**src/rtl/commu_tx485_if.sv**
```systemverilog
// Packer-to-transmitter byte stream.
//   pk_data : packed byte, valid while pk_vld is high
//   pk_vld  : one-cycle write strobe
//   pk_frm  : high for the duration of one packer frame
// master = packer side, slave = commu_tx485.
interface commu_tx485_if;
  logic [7:0] pk_data;
  logic       pk_vld;
  logic       pk_frm;

  modport master (output pk_data, output pk_vld, output pk_frm);
  modport slave  (input  pk_data, input  pk_vld, input  pk_frm);
endinterface

```
**src/rtl/commu_tx485.sv**
```systemverilog
// Half-duplex RS-485 frame transmitter: buffers packer bytes in a FIFO and
// sends them as 8N1 UART, wrapping each frame in lead/tail driver-enable guards.
//   clk_sys : system clock          rst_n   : async active-low reset
//   pk      : packer byte stream (slave modport)
//   tx      : UART serial out, idle high
//   te / re : driver enable / receiver disable (re mirrors te)
//   busy    : transmitter not idle  ovf     : byte dropped on full FIFO (pulse)
//   frm_cnt : completed frames, wraps at 16 bits
module commu_tx485 #(
  parameter int unsigned BAUD_DIV   = 434,
  parameter int unsigned GUARD_BITS = 2,
  parameter int unsigned FIFO_AW    = 6
) (
  input  logic         clk_sys,
  input  logic         rst_n,
  commu_tx485_if.slave pk,
  output logic         tx,
  output logic         te,
  output logic         re,
  output logic         busy,
  output logic         ovf,
  output logic [15:0]  frm_cnt
);

  localparam int unsigned DEPTH = 1 << FIFO_AW;
  localparam int unsigned PTR_W = FIFO_AW + 1;
  localparam int unsigned CNT_W = 16;
  localparam int unsigned BIT_W = 16;
  localparam logic [CNT_W-1:0] BAUD_LAST  = CNT_W'(BAUD_DIV - 1);
  localparam logic [BIT_W-1:0] GUARD_LAST = BIT_W'(GUARD_BITS - 1);
  localparam logic [BIT_W-1:0] DATA_LAST  = BIT_W'(7);

  typedef enum logic [2:0] {
    S_IDLE, S_LEAD, S_START, S_DATA, S_STOP, S_GAP, S_TAIL
  } state_t;

  state_t           state_q, state_d;
  logic [CNT_W-1:0] baud_q, baud_d;
  logic [BIT_W-1:0] bit_q, bit_d;
  logic [7:0]       shift_q, shift_d;
  logic             tx_d;
  logic             frm_done;
  logic             counting, bit_tick;

  logic [7:0]       mem [DEPTH];
  logic [PTR_W-1:0] wr_ptr, rd_ptr;
  logic             fifo_empty, fifo_full, wr_en, rd_en;

  logic             frm_q, fo;

  // FIFO status; a write into a full FIFO is still taken when a pop happens alongside it
  assign fifo_empty = (wr_ptr == rd_ptr);
  assign fifo_full  = (wr_ptr[FIFO_AW] != rd_ptr[FIFO_AW]) &&
                      (wr_ptr[FIFO_AW-1:0] == rd_ptr[FIFO_AW-1:0]);
  assign wr_en      = pk.pk_vld && (!fifo_full || rd_en);

  // FIFO storage (no reset needed; pointers define validity)
  always_ff @(posedge clk_sys) begin
    if (wr_en) mem[wr_ptr[FIFO_AW-1:0]] <= pk.pk_data;
  end

  // FIFO pointers and overflow pulse
  always_ff @(posedge clk_sys or negedge rst_n) begin
    if (!rst_n) begin
      wr_ptr <= '0;
      rd_ptr <= '0;
      ovf    <= 1'b0;
    end else begin
      if (wr_en) wr_ptr <= wr_ptr + PTR_W'(1);
      if (rd_en) rd_ptr <= rd_ptr + PTR_W'(1);
      ovf <= pk.pk_vld && !wr_en;
    end
  end

  // Frame-open flag from edges of pk_frm against its registered copy
  always_ff @(posedge clk_sys or negedge rst_n) begin
    if (!rst_n) begin
      frm_q <= 1'b0;
      fo    <= 1'b0;
    end else begin
      frm_q <= pk.pk_frm;
      if (pk.pk_frm && !frm_q)      fo <= 1'b1;
      else if (!pk.pk_frm && frm_q) fo <= 1'b0;
    end
  end

  // Baud counter runs only in bit-timed states; GAP and IDLE hold it at zero
  assign counting = (state_q == S_LEAD) || (state_q == S_START) || (state_q == S_DATA) ||
                    (state_q == S_STOP) || (state_q == S_TAIL);
  assign bit_tick = counting && (baud_q == BAUD_LAST);

  // Next-state, FIFO pop, shift register and line value
  always_comb begin
    state_d  = state_q;
    shift_d  = shift_q;
    rd_en    = 1'b0;
    frm_done = 1'b0;
    tx_d     = 1'b1;
    baud_d   = '0;
    bit_d    = '0;

    unique case (state_q)
      S_IDLE:  if (!fifo_empty) state_d = S_LEAD;
      S_LEAD:  if (bit_tick && bit_q == GUARD_LAST) state_d = S_START;
      S_START: if (bit_tick) state_d = S_DATA;
      S_DATA: begin
        if (bit_tick) begin
          shift_d = {1'b0, shift_q[7:1]};
          if (bit_q == DATA_LAST) state_d = S_STOP;
        end
      end
      S_STOP: begin
        if (bit_tick) begin
          if (!fifo_empty) state_d = S_START;
          else if (fo)     state_d = S_GAP;
          else             state_d = S_TAIL;
        end
      end
      S_GAP: begin
        if (!fifo_empty) state_d = S_START;
        else if (!fo)    state_d = S_TAIL;
      end
      S_TAIL: begin
        // a new byte during the tail reopens transmission without dropping te
        if (!fifo_empty) begin
          state_d = S_START;
        end else if (bit_tick && bit_q == GUARD_LAST) begin
          state_d  = S_IDLE;
          frm_done = 1'b1;
        end
      end
      default: state_d = S_IDLE;
    endcase

    // Pop the head into the shifter on every entry to START
    if (state_d == S_START && state_q != S_START) begin
      rd_en   = 1'b1;
      shift_d = mem[rd_ptr[FIFO_AW-1:0]];
    end

    // Counters restart on each state entry
    if (state_d == state_q) begin
      if (counting && !bit_tick) baud_d = baud_q + CNT_W'(1);
      bit_d = bit_tick ? bit_q + BIT_W'(1) : bit_q;
    end

    if (state_d == S_START)     tx_d = 1'b0;
    else if (state_d == S_DATA) tx_d = shift_d[0];
  end

  // State and registered outputs
  always_ff @(posedge clk_sys or negedge rst_n) begin
    if (!rst_n) begin
      state_q <= S_IDLE;
      baud_q  <= '0;
      bit_q   <= '0;
      shift_q <= '0;
      tx      <= 1'b1;
      te      <= 1'b0;
      busy    <= 1'b0;
      frm_cnt <= '0;
    end else begin
      state_q <= state_d;
      baud_q  <= baud_d;
      bit_q   <= bit_d;
      shift_q <= shift_d;
      tx      <= tx_d;
      te      <= (state_d != S_IDLE);
      busy    <= (state_d != S_IDLE);
      if (frm_done) frm_cnt <= frm_cnt + 16'd1;
    end
  end

  assign re = te;

endmodule
```
**src/flat_wrapper.sv**
```systemverilog
// flat-port wrapper written by rule: the top's interface ports become plain ports
module commu_tx485_flat 
#(
  parameter int unsigned BAUD_DIV   = 434,
  parameter int unsigned GUARD_BITS = 2,
  parameter int unsigned FIFO_AW    = 6
)
  (clk_sys, rst_n, tx, te, re, busy, ovf, frm_cnt, pk_pk_data, pk_pk_vld, pk_pk_frm);
  commu_tx485_if pk_i ();
  input  logic clk_sys;
  input  logic rst_n;
  output logic tx;
  output logic te;
  output logic re;
  output logic busy;
  output logic ovf;
  output logic [15:0] frm_cnt;
  input wire logic [$bits(pk_i.pk_data)-1:0] pk_pk_data;
  input wire logic [$bits(pk_i.pk_vld)-1:0] pk_pk_vld;
  input wire logic [$bits(pk_i.pk_frm)-1:0] pk_pk_frm;
  assign pk_i.pk_data = pk_pk_data;
  assign pk_i.pk_vld = pk_pk_vld;
  assign pk_i.pk_frm = pk_pk_frm;
  commu_tx485 #(.BAUD_DIV(BAUD_DIV), .GUARD_BITS(GUARD_BITS), .FIFO_AW(FIFO_AW)) u_core (.clk_sys(clk_sys), .rst_n(rst_n), .pk(pk_i), .tx(tx), .te(te), .re(re), .busy(busy), .ovf(ovf), .frm_cnt(frm_cnt));
endmodule
```
**config.mk**
```make
export PLATFORM = sky130hd
export DESIGN_NAME = commu_tx485_flat
export DESIGN_NICKNAME = d
export VERILOG_FILES = /design/src/rtl/commu_tx485_if.sv /design/src/rtl/commu_tx485.sv /design/src/flat_wrapper.sv
export SDC_FILE = /design/constraint.sdc
export NUM_CORES = 1
export LEC_CHECK = 0
export CORE_MARGIN = 4
export CORE_UTILIZATION = 35
export DETAILED_ROUTE_END_ITERATION = 7
export PLACE_DENSITY_LB_ADDON = 0.3
export SYNTH_ARGS = -nofsm -noshare
export SYNTH_HDL_FRONTEND = slang
export SYNTH_SLANG_ARGS = --single-unit
```
**constraint.sdc**
```tcl
create_clock -name clk_sys -period 4.5 [get_ports clk_sys]
set_input_delay 1.125 -clock clk_sys [delete_from_list [all_inputs] [get_ports clk_sys]]
set_output_delay 1.125 -clock clk_sys [all_outputs]
set_load 0.05 [all_outputs]
```
# Yosys cells after proc, flatten, opt, wreduce, memory -nomap -nowiden
# Memories as Yosys holds them, arrays and structs flattened.
# Index checks and enable logic that the tools add are counted.
# classes
mul	0
n_mux	30
n_lt_le_gt_ge	0
n_shift	0
eq_ne	17
n_reduce_logical	25
n_bitwise	0
n_addsub	5
div	0
# ops
cell	count
2-to-1 mux 16 bit	4
adder 16 x 1 -> 16 bit, second input constant	3
2-to-1 mux 3 bit	11
2-to-1 mux 8 bit	3
one-hot mux 3 bit (7 select lines)	1
equality test 16 x 1 -> 1 bit, second input constant	1
equality test 16 x 3 -> 1 bit, second input constant	1
equality test 16 x 9 -> 1 bit, second input constant	1
adder 7 x 1 -> 7 bit, second input constant	2
equality test 3 x 2 -> 1 bit, second input constant	4
2-to-1 mux 1 bit	10
equality test 3 bit, second input constant	3
logical AND 1 bit	9
equality test 7 bit	1
equality test 6 bit	1
nonzero test 2 bit	3
logical NOT 1 bit	5
logical OR 1 bit	5
equality test 3 x 1 -> 1 bit, second input constant	1
equality test 3 bit	1
logical NOT 3 bit	1
!= test 3 x 2 -> 1 bit, second input constant	1
nonzero test 3 bit	1
2-to-1 mux 2 bit	1
other kinds (3)	3
# totals
latch_bits	0
input_bits	12
mem_bits_rw	512
register_bits	78
memories	1
out_inout_bits	21
romBits	0
# mem_list
name	words	word_bits	rd	rd_clocked_by_memory_dff	write_ports	line_no	source
u_core.mem	64	8	1	0	1	commu_tx485.sv:45	logic [7:0] mem [DEPTH];

# Longest topological paths before layout
# depth
word_depth	17
depth_mapped	13
depth_no_buf	10

# Least setup slack after synthesis
# OpenSTA, ideal clock, no wires.
# synth_path
kind	reg2reg
from	register u_core.baud_q[0]
to	memory u_core.mem[7][0], enable pin
path_slack_ns	1.099
n_path_buf	2
path_stages_with_launch	12
required_ns	4.130
setup_ns	0.370
t_arrival_ns	3.031
path_cell_list	dfrtp_1 -> ha_1 -> nor3b_1 -> and4_1 -> buf_2 -> o211a_1 -> a311oi_1 -> or3b_1 -> o31ai_4 -> buf_4 -> nand3b_2 -> nor2_1
# synth_via
elab_chain_cells	13
word_cells_on_any_way	17
# synth_lines
item	line_no	source
from (decl)	commu_tx485.sv:38	logic [CNT_W-1:0] baud_q, baud_d;
from (signal assigned)	commu_tx485.sv:164	baud_q <= baud_d;
equality test 16 x 9 -> 1 bit (*)	commu_tx485.sv:90	assign bit_tick = counting && (baud_q == BAUD_LAST);
logical AND 1 bit (*)	commu_tx485.sv:90	
logical AND 1 bit	commu_tx485.sv:104, commu_tx485.sv:127	
2-to-1 mux 3 bit	commu_tx485.sv:127	end else if (bit_tick && bit_q == GUARD_LAST) begin
2-to-1 mux 3 bit	commu_tx485.sv:125	if (!fifo_empty) begin
one-hot mux 3 bit (7 select lines) (*)	commu_tx485.sv:102	unique case (state_q)
equality test 3 x 2 -> 1 bit (*)	commu_tx485.sv:136	if (state_d == S_START && state_q != S_START) begin
logical AND 1 bit (*)	commu_tx485.sv:136	
2-to-1 mux 1 bit (*)	commu_tx485.sv:136	
logical OR 1 bit (*)	commu_tx485.sv:55	assign wr_en = pk.pk_vld && (!fifo_full || rd_en);
logical AND 1 bit (*)	commu_tx485.sv:55	
2-to-1 mux 1 bit (*)	commu_tx485.sv:59	if (wr_en) mem[wr_ptr[FIFO_AW-1:0]] <= pk.pk_data;
2-to-1 mux 1 bit (implied by the code) (*)	commu_tx485.sv:59	
to (decl)	commu_tx485.sv:45	
# Mark *: on every way between the ends. The rest lies on a longest branch, timed or not.

# Worst setup path in the final report
# layout_path
from	register u_core.baud_q[1]
to	memory u_core.mem[10][2], enable pin
# The elaborated chain is that of the path after synthesis.

==> impl_metrics.tcl <==
set metrics [dict create \
    status "complete, no violations" \
    path_clk_slew_ps 60 \
    postRouteAntennaNets 0 \
    clock_power_share_pct 41.4 \
    critPathRequiredTime_ps 4760 \
    crit_type "flop to flop" \
    cpPeakStageDelay_ps 660 \
    critPathMaxFanout 18 \
    max_freq_ghz 0.244 \
    p_sw_share_pct 22.9 \
    cp_slowest_cell "nor2_1" \
    drive_gt1_share_pct 24.3 \
    clkLatencyLatePin_ps 630 \
    fin_area_sq_mm 0.0272 \
    start_util_pct 35.3 \
    synth_fp_nets 1246 \
    rsz0062_at_grt "false" \
    yosysUniqueCellTypes 55 \
    clock_tree.buffer_depth 3 \
    fin_crit_ps 4100 \
    synthFlopType "edfxtp_1" \
    drt_iter0_markers 962 \
    dpl_cell_area_sq_mm 0.0252 \
    final-setup-viol-count 0 \
    ctsHoldBuffers 0 \
    yosysTopAreaCellShare_pct 64.9 \
    num-fill-cells 5872 \
    power_density_mw_per_mm2 445 \
    die_h_um 268 \
    seq_area_frac_synth_pct 73.2 \
    synth_most_common_cell "edfxtp_1" \
    detail_route.wl_per_cell_um 23.5 \
    arrival_ps 4360 \
    hp-class "flop to flop" \
    synth_area_per_cell_sq_um 19.3 \
    via_count 11700 \
    timing.final.crit_share_pct 91.1 \
    cts_resized 0 \
    pre_cts_slack_ps 450 \
    finalHoldViolations 0 \
    routed_wl_um 52500 \
    h-tree-depth 2 \
    syn2layout_area_growth_pct 15.0 \
    dr.pass1.iters 5 \
    cts.sinks 590 \
    cts_tree "yes" \
    worst_pin_slew_ps 1030 \
    leakage_nw 8.68 \
    die_w_um 268 \
    crit_buf_inv 2 \
    core-area_sq_mm 0.0672 \
    cp_cell_sequence "inv_1, ha_1, nor3b_1, and4_1, a21oi_1, a311oi_1, or3b_1, o31ai_4, buf_4, nand3_1, nor2_1" \
    antenna_found_initial 2 \
    final_nets 1333 \
    gp_congestion 0.791 \
    maxCapViolations 0 \
    relSlewSlack_pct 31.2 \
    grt_max_degree 132 \
    fin_cells 2233 \
    grt_usage_pct 14.9 \
    worst_slack_ps 400 \
    synth_area_sq_mm 0.0237 \
    dieArea_sq_mm 0.0719 \
    yosysTopAreaCell "edfxtp_1" \
    postCtsSetupBuffers 0 \
    cts_made_buffers 59 \
    synth_cells 1226 \
    clock_skew_ps 30.2 \
    intPower_mw 9.34 \
    drc_errors 0 \
    synth_edf_count 512 \
    seqPwrFrac_pct 52.2 \
    placed_cells 2125 \
    synth.area.top_cells "edfxtp_1, mux4_2, dfrtp_1, nor2_1, xnor2_1" \
    cp-start-kind "flop" \
    synth_warnings 0 \
    switching_power_mw 2.78 \
    synthArstFlopShare_pct 13.2 \
    port_buffers 32 \
    pin_count 33 \
    combPwrFrac_pct 6.4 \
    yosys_register_bits 590 \
    rows 95 \
    clockRootBuffer "clkbuf_16" \
    critPathCaptureType "flop" \
    critPathTopFamily "simple AND/OR/NAND/NOR gates" \
    grt-ovfl-total 0 \
    grt_pass1_vias 12200 \
    drv_slew 0 \
    vias_per_cell 5.25 \
    grt_pass1_wl_um 80500 \
    fin_setup_tns_ps 0 \
    peakVddDrop_uv 294 \
    yosys-top-cells-count "edfxtp_1, mux4_2, nor2_1, dfrtp_1, nand2_1" \
    n_antenna_cell 0 \
    dp_hpwl_um 32500 \
]
[path summary, 6_finish.rpt]
| kind | from | slack [ps] | endpoint | depth (start not counted) |
|---|---|---|---|---|
| setup / recovery | u_core.baud_q[1] | 400 | u_core.mem[10][2] | 11 |
| hold / removal | u_core.frm_cnt[15] | 480 | u_core.frm_cnt[15] | 1 |
| setup reg to reg | u_core.baud_q[1] | 400 | u_core.mem[10][2] | 11 |
| hold reg to reg | u_core.frm_cnt[15] | 480 | u_core.frm_cnt[15] | 1 |
| max in group asynchronous | rst_n | 3060 | u_core.rd_ptr[0] | 1 |
| min in group asynchronous | rst_n | 680 | u_core.baud_q[12] | 1 |
[cells by family (layout without fill, tap and decap cells)]
group	Yosys count	in the layout	synth area share, %
multiplexers	174	174	16.1
flip-flops	590	590	73.2
adder cells (fa/ha/maj)	8	8	0.423
AND/OR/NAND/NOR	280	280	5.47
AO/OA/AOI/OAI	38	38	1.25
XOR/XNOR	63	63	2.33
buffers and inverters	73	207	1.26
[registers in the layout, indices dropped and copies added, names as in the netlist]
signal          cells
u_core.wr_ptr       7
u_core.fo           1
u_core.frm_cnt     16
u_core.ovf          1
u_core.shift_q      8
u_core.frm_q        1
u_core.baud_q      16
u_core.mem        512
u_core.re           1
u_core.rd_ptr       7
u_core.tx           1
u_core.bit_q       16
u_core.state_q      3
[cells in the final DEF (no fill, tap or decap), drive strengths merged, types with 2 or more instances in the layout]
master,netlist,final
or3,4,4
nand3,23,23
nand4,15,15
xnor2,42,42
nor4,6,6
clkdlybuf4s50,0,23
nor3b,2,2
xor2,21,21
mux2i,3,3
clkbuf,28,73
clkinv,0,21
bufinv,0,9
o21ai,9,9
nand2b,5,5
a21oi,2,2
a2111oi,2,2
ha,8,8
mux2,6,6
a221o,3,3
buf,32,63
edfxtp,512,512
and3,14,14
a21boi,4,4
dfrtp,77,77
inv,13,15
clkinvlp,0,3
nor2,128,128
nor2b,6,6
mux4,165,165
a22oi,6,6
nor3,16,16
nand2,51,51
and4,3,3
[layout make-up]
type | instances | area, sq um | area share, %
clock buffer | 73 | 1530 | 5.62
clock inverter | 35 | 448 | 1.65
inverter | 13 | 48.8 | 0.179
multi-input combinational | 563 | 6060 | 22.3
sequential | 590 | 17300 | 63.7
tap | 873 | 1090 | 4.01
timing repair buffer | 86 | 708 | 2.60
[metrics by stage]
step / total power, mW / hold WS [ps] / util (%)
after global routing: 12.6 / 496 / 40.5
after floorplan: 6.84 / 465 / -
after global placement: 7.20 / 462 / 37.6
after CTS: 12.3 / 483 / 40.5
final: 12.1 / 482 / 40.5
after detailed placement: 7.22 / 472 / 37.6
[power by group through the flow]
| stage | clock (mW) | sequential [mW] | combinational, mW |
|---|---|---|---|
| global placement | 0 | 6.43 | 0.772 |
| finish | 5.02 | 6.33 | 0.773 |
| CTS | 5.15 | 6.33 | 0.785 |
| detailed placement | 0 | 6.44 | 0.782 |
| floorplan | 0 | 6.34 | 0.497 |
| global route | 5.39 | 6.35 | 0.849 |
[per-layer routing]
metal / part of all wire, % / wire length (um) / track usage, %
met1: 43 / 22800 / 20.8
met2: 48 / 25200 / 23.9
met3: 6.7 / 3510 / 3.52
met4: 2.0 / 1050 / 3.59
met5: 0 / 0 / 0
Note: power is estimated with default switching activity, not from simulation.
